--- config.mk ---
export PLATFORM = sky130hd
export DESIGN_NAME = hazard_unit
export DESIGN_NICKNAME = d
export VERILOG_FILES = /design/src/rtl/hazard_unit.sv
export SDC_FILE = /design/constraint.sdc
export NUM_CORES = 1
export LEC_CHECK = 0
export BUFFER_PORTS_ARGS = -buffer_cell sky130_fd_sc_hd__buf_2
export CORE_UTILIZATION = 38
export CTS_CLUSTER_DIAMETER = 150
export DETAILED_ROUTE_END_ITERATION = 10
export PLACE_DENSITY = 0.93
export SKIP_LAST_GASP = 1
export SLEW_MARGIN = 20
export SYNTH_ARGS = -nofsm -noshare
export SYNTH_HDL_FRONTEND = slang
export SYNTH_SLANG_ARGS = --single-unit
--- constraint.sdc ---
create_clock -name clk -period 2.1 [get_ports clk]
set_input_delay 0 -clock clk [delete_from_list [all_inputs] [get_ports clk]]
set_output_delay 0 -clock clk [all_outputs]
set_load 0.05 [all_outputs]
--- src/rtl/hazard_unit.sv ---
// Load-use / branch / jump hazard controller for the 5-stage MIPS pipeline.
// Optional performance counters are enabled by defining HAZARD_PERF_EN.
module hazard_unit #(
    parameter int unsigned BRANCH_PENALTY = 3,
    parameter int unsigned CNT_W          = 32
) (
    input  logic             clk,
    input  logic             resetN,
    input  logic [4:0]       id_rs,
    input  logic [4:0]       id_rt,
    input  logic [4:0]       ex_rt,
    input  logic             ex_MemRead,
    input  logic             id_Jump,
    input  logic             mem_BranchTaken,
    output logic             PCWrite,
    output logic             IFIDWrite,
    output logic             IFIDFlush,
    output logic             flush,
    output logic [CNT_W-1:0] stall_count,
    output logic [CNT_W-1:0] flush_count
);

    typedef enum logic {StIdle, StSquash} state_e;

    // Detect cycle is the first flush cycle; cnt covers the rest minus the final one.
    localparam int unsigned SquashInit = (BRANCH_PENALTY > 1) ? BRANCH_PENALTY - 2 : 0;
    localparam logic [2:0]  CntInit    = 3'(SquashInit);

    state_e     r_state, w_state_nxt;
    logic [2:0] r_cnt, w_cnt_nxt;
    logic       w_load_use;
    logic       w_stall_evt;
    logic       w_flush_evt;

    assign w_load_use = ex_MemRead && (ex_rt != 5'd0) &&
                        ((ex_rt == id_rs) || (ex_rt == id_rt));

    always_ff @(posedge clk or negedge resetN) begin
        if (!resetN) begin
            r_state <= StIdle;
            r_cnt   <= 3'd0;
        end else begin
            r_state <= w_state_nxt;
            r_cnt   <= w_cnt_nxt;
        end
    end

    always_comb begin
        w_state_nxt = r_state;
        w_cnt_nxt   = r_cnt;
        PCWrite     = 1'b1;
        IFIDWrite   = 1'b1;
        IFIDFlush   = 1'b0;
        flush       = 1'b0;
        w_stall_evt = 1'b0;
        w_flush_evt = 1'b0;
        unique case (r_state)
            StIdle: begin
                if (mem_BranchTaken) begin
                    flush       = 1'b1;
                    IFIDFlush   = 1'b1;
                    w_flush_evt = 1'b1;
                    if (BRANCH_PENALTY > 1) begin
                        w_state_nxt = StSquash;
                        w_cnt_nxt   = CntInit;
                    end
                end else if (id_Jump) begin
                    IFIDFlush   = 1'b1;
                    w_flush_evt = 1'b1;
                end else if (w_load_use) begin
                    PCWrite     = 1'b0;
                    IFIDWrite   = 1'b0;
                    flush       = 1'b1;
                    w_stall_evt = 1'b1;
                end
            end
            StSquash: begin
                flush     = 1'b1;
                IFIDFlush = 1'b1;
                if (r_cnt == 3'd0) begin
                    w_state_nxt = StIdle;
                end else begin
                    w_cnt_nxt = r_cnt - 3'd1;
                end
            end
            default: begin
                w_state_nxt = StIdle;
            end
        endcase
        // Hold the pipeline frozen and bubbled while reset is asserted.
        if (!resetN) begin
            PCWrite     = 1'b0;
            IFIDWrite   = 1'b0;
            IFIDFlush   = 1'b1;
            flush       = 1'b1;
            w_stall_evt = 1'b0;
            w_flush_evt = 1'b0;
        end
    end

`ifdef HAZARD_PERF_EN
    logic [CNT_W-1:0] r_stall_count, r_flush_count;

    always_ff @(posedge clk or negedge resetN) begin
        if (!resetN) begin
            r_stall_count <= '0;
            r_flush_count <= '0;
        end else begin
            if (w_stall_evt && (r_stall_count != '1)) begin
                r_stall_count <= r_stall_count + 1'b1;
            end
            if (w_flush_evt && (r_flush_count != '1)) begin
                r_flush_count <= r_flush_count + 1'b1;
            end
        end
    end

    assign stall_count = r_stall_count;
    assign flush_count = r_flush_count;
`else
    logic w_unused_evt;
    assign w_unused_evt = w_stall_evt ^ w_flush_evt;
    assign stall_count  = '0;
    assign flush_count  = '0;
`endif

endmodule
==> results_dict.tcl <==
set metrics [dict create \
    grt_first_pass_wirelength_um 1810 \
    muxShareOfSynthArea_pct 0 \
    hold_path.class "in2async" \
    hpwl_um 1070 \
    dieArea_sq_mm 0.00245 \
    ir_drop_mv 0.340 \
    synth_compound_area_share_pct 6.58 \
    setup_viol 0 \
    num_rows 16 \
    power.net_switching_mw 0.441 \
    gr-total-overflow 0 \
    root_buffer "clkbuf_4" \
    worst-r2r-cell-count 6 \
    final_cell_count_no_fill 159 \
    num_antenna_cells 0 \
    drc 0 \
    max_freq_mhz 661 \
    rsz0062_at_grt "false" \
    dpl_cell_area_sq_um 753 \
    p_seq_share_pct 20.2 \
    htree_levels 1 \
    leakage_nw 0.473 \
    place_congestion 0.728 \
    postLayoutSetupSlackWorst_ns 0.586 \
    swShare_pct 60.8 \
    yosysWarnings 0 \
    final_cell_area_sq_um 786 \
    numPortBuffers 23 \
    syn_to_final_growth_pct -8.19 \
    most-common-layout-cells "conb_1, buf_2, xor2_1" \
    final_util_pct 38.5 \
    r2r-end "r_cnt[1]$_DFFE_PN0P_" \
    ys_types 21 \
    clkPwrFrac_pct 13.3 \
    yosys.area_share.simple_pct 8.77 \
    core_region_area_sq_mm 0.00204 \
    worst_clock_skew_ns 0.00343 \
    ctsResizeCount 0 \
    vias 552 \
    met2_length_um 658 \
    cp-endpoint "PCWrite" \
    drive_above_1_share_pct 22.0 \
    wl_met1_um 382 \
    wl_per_cell_um 7.43 \
    multiInputGateArea_sq_um 493 \
    p_int_mw 0.285 \
    place_ws_ns 0.808 \
    clockBufferDepth 2 \
    p_per_area_mw_per_mm2 923 \
    wl_um 1180 \
    holdWs_ns 0.119 \
    period_needed_ns 1.51 \
    final_common_cell "conb_1" \
    power_mw 0.725 \
    status "finished clean" \
    antenna_found_initial 0 \
    startpoint "r_state$_DFF_PN0_" \
    finalHoldViolations 0 \
    p_comb_share_pct 66.6 \
    die_w_um 49.5 \
    syn-cell-area_sq_um 856 \
    synth-adder-area-share_pct 2.92 \
    tns_ns 0 \
    rrSetupSlack_ns 0.79 \
    synth_xor_area_share_pct 11.3 \
    boundaryPins 88 \
    setup.worst_path.start_class "register" \
    cts_buffers 3 \
    critPathMaxFanout 6 \
    highest_layer "met3" \
    cts.sinks 4 \
    nets 156 \
    first_global_vias 453 \
    via_per_inst 3.47 \
    arrival_ns 1.51 \
    setup.worst_path.class "reg2out" \
    grt_max_degree 8 \
    start_util_pct 41.9 \
    slew_violations 0 \
    dp_cells 155 \
    dr.pass1.iters 2 \
    clock_latency_ns 0.24 \
    r2r_start "r_cnt[0]$_DFFE_PN0P_" \
    die_h_um 49.5 \
    grt_util_all_layers_pct 9.73 \
    cts_setup_buffers 0 \
    yosysSeqAreaShare_pct 11.7 \
    setup.worst_path.end_class "primary output" \
    seqCellArea_sq_um 100 \
    path_clk_slew_ns 0.04 \
    n_fill_cell 228 \
    wl_met3_um 141 \
    synth_top_family_by_area "buffers and inverters" \
    synth-seq-cells 4 \
    ant_nets 0 \
    first_iter_violations 3 \
    drv_cap 0 \
    crit_required_ns 2.10 \
    synth_cells 107 \
    cts_tree "yes" \
    syn_avg_cell_area_sq_um 8.00 \
    timing.final.crit_share_pct 72.1 \
]
[worst min-delay path by stage]
stage,startpoint,to,slack (ns)
finish,resetN,r_state$_DFF_PN0_,0.12
detailed placement,resetN,r_cnt[1]$_DFFE_PN0P_,-0.17
global placement,resetN,r_cnt[1]$_DFFE_PN0P_,-0.17
floorplan,resetN,r_cnt[0]$_DFFE_PN0P_,-0.30
global route,resetN,r_state$_DFF_PN0_,0.11
CTS,resetN,r_state$_DFF_PN0_,0.11
[kinds of logic after synthesis]
family | after synthesis
buffers and inverters | 68
other | 1
adder cells (fa/ha/maj) | 2
AND/OR/NAND/NOR | 13
flip-flops | 4
XOR/XNOR | 11
AO/OA/AOI/OAI | 8
[critical path, cell delays in order (launching register included)]
cell,delay [ns]
dfrtp_1,0.42
or3_1,0.39
o31a_1,0.25
buf_2,0.21
[final cells by class]
class                      instances  share of cell area (%)
sequential                         4                    12.7
timing repair buffer              24                    15.9
tap                               27                    4.30
clock buffer                       3                    2.87
multi-input combinational         98                    62.7
inverter                           3                    1.43
[cells in the mapped netlist]
library cell,count,area (sq um)
buf_4,65,488
a22oi_1,2,15.0
or3_1,1,6.26
nor3_1,1,5.00
nand3b_1,1,7.51
conb_1,1,3.75
inv_1,3,11.3
dfrtp_1,4,100
ha_1,2,25.0
o21ai_0,2,10.0
nand2b_1,1,6.26
a22o_1,1,8.76
nor2_1,4,15.0
or4_4,1,11.3
o311ai_1,1,8.76
nor2_2,1,6.26
nor3_2,1,10.0
nand2_1,2,7.51
o31a_1,1,8.76
xor2_1,11,96.3
a21oi_1,1,5.00
[registers in the layout, summed over array words and instances (netlist names)]
name,flops
r_state,1
r_cnt,3
[per-layer routing]
layer  vias to the layer above  GRT usage (%)
met5                         -              0
met4                         0           2.86
met3                         0           2.78
met2                        50           19.4
met1                       240           9.48
li1                        262              -
[power groups by stage]
stage | logic (mW) | registers (mW) | clock network [mW]
2_1_floorplan | 0.512 | 0.137 | 0
3_3_place_gp | 0.468 | 0.142 | 0
3_5_place_dp | 0.476 | 0.147 | 0
4_1_cts | 0.484 | 0.145 | 0.102
5_1_grt | 0.529 | 0.151 | 0.112
6_report | 0.483 | 0.146 | 0.0961
[timing repair]
item | CTS | global route
hold endpoints to repair | 4 | 0
hold buffers | 1 | 0
setup endpoints to repair | 0 | 0
Power figures use the tool's default switching activity.
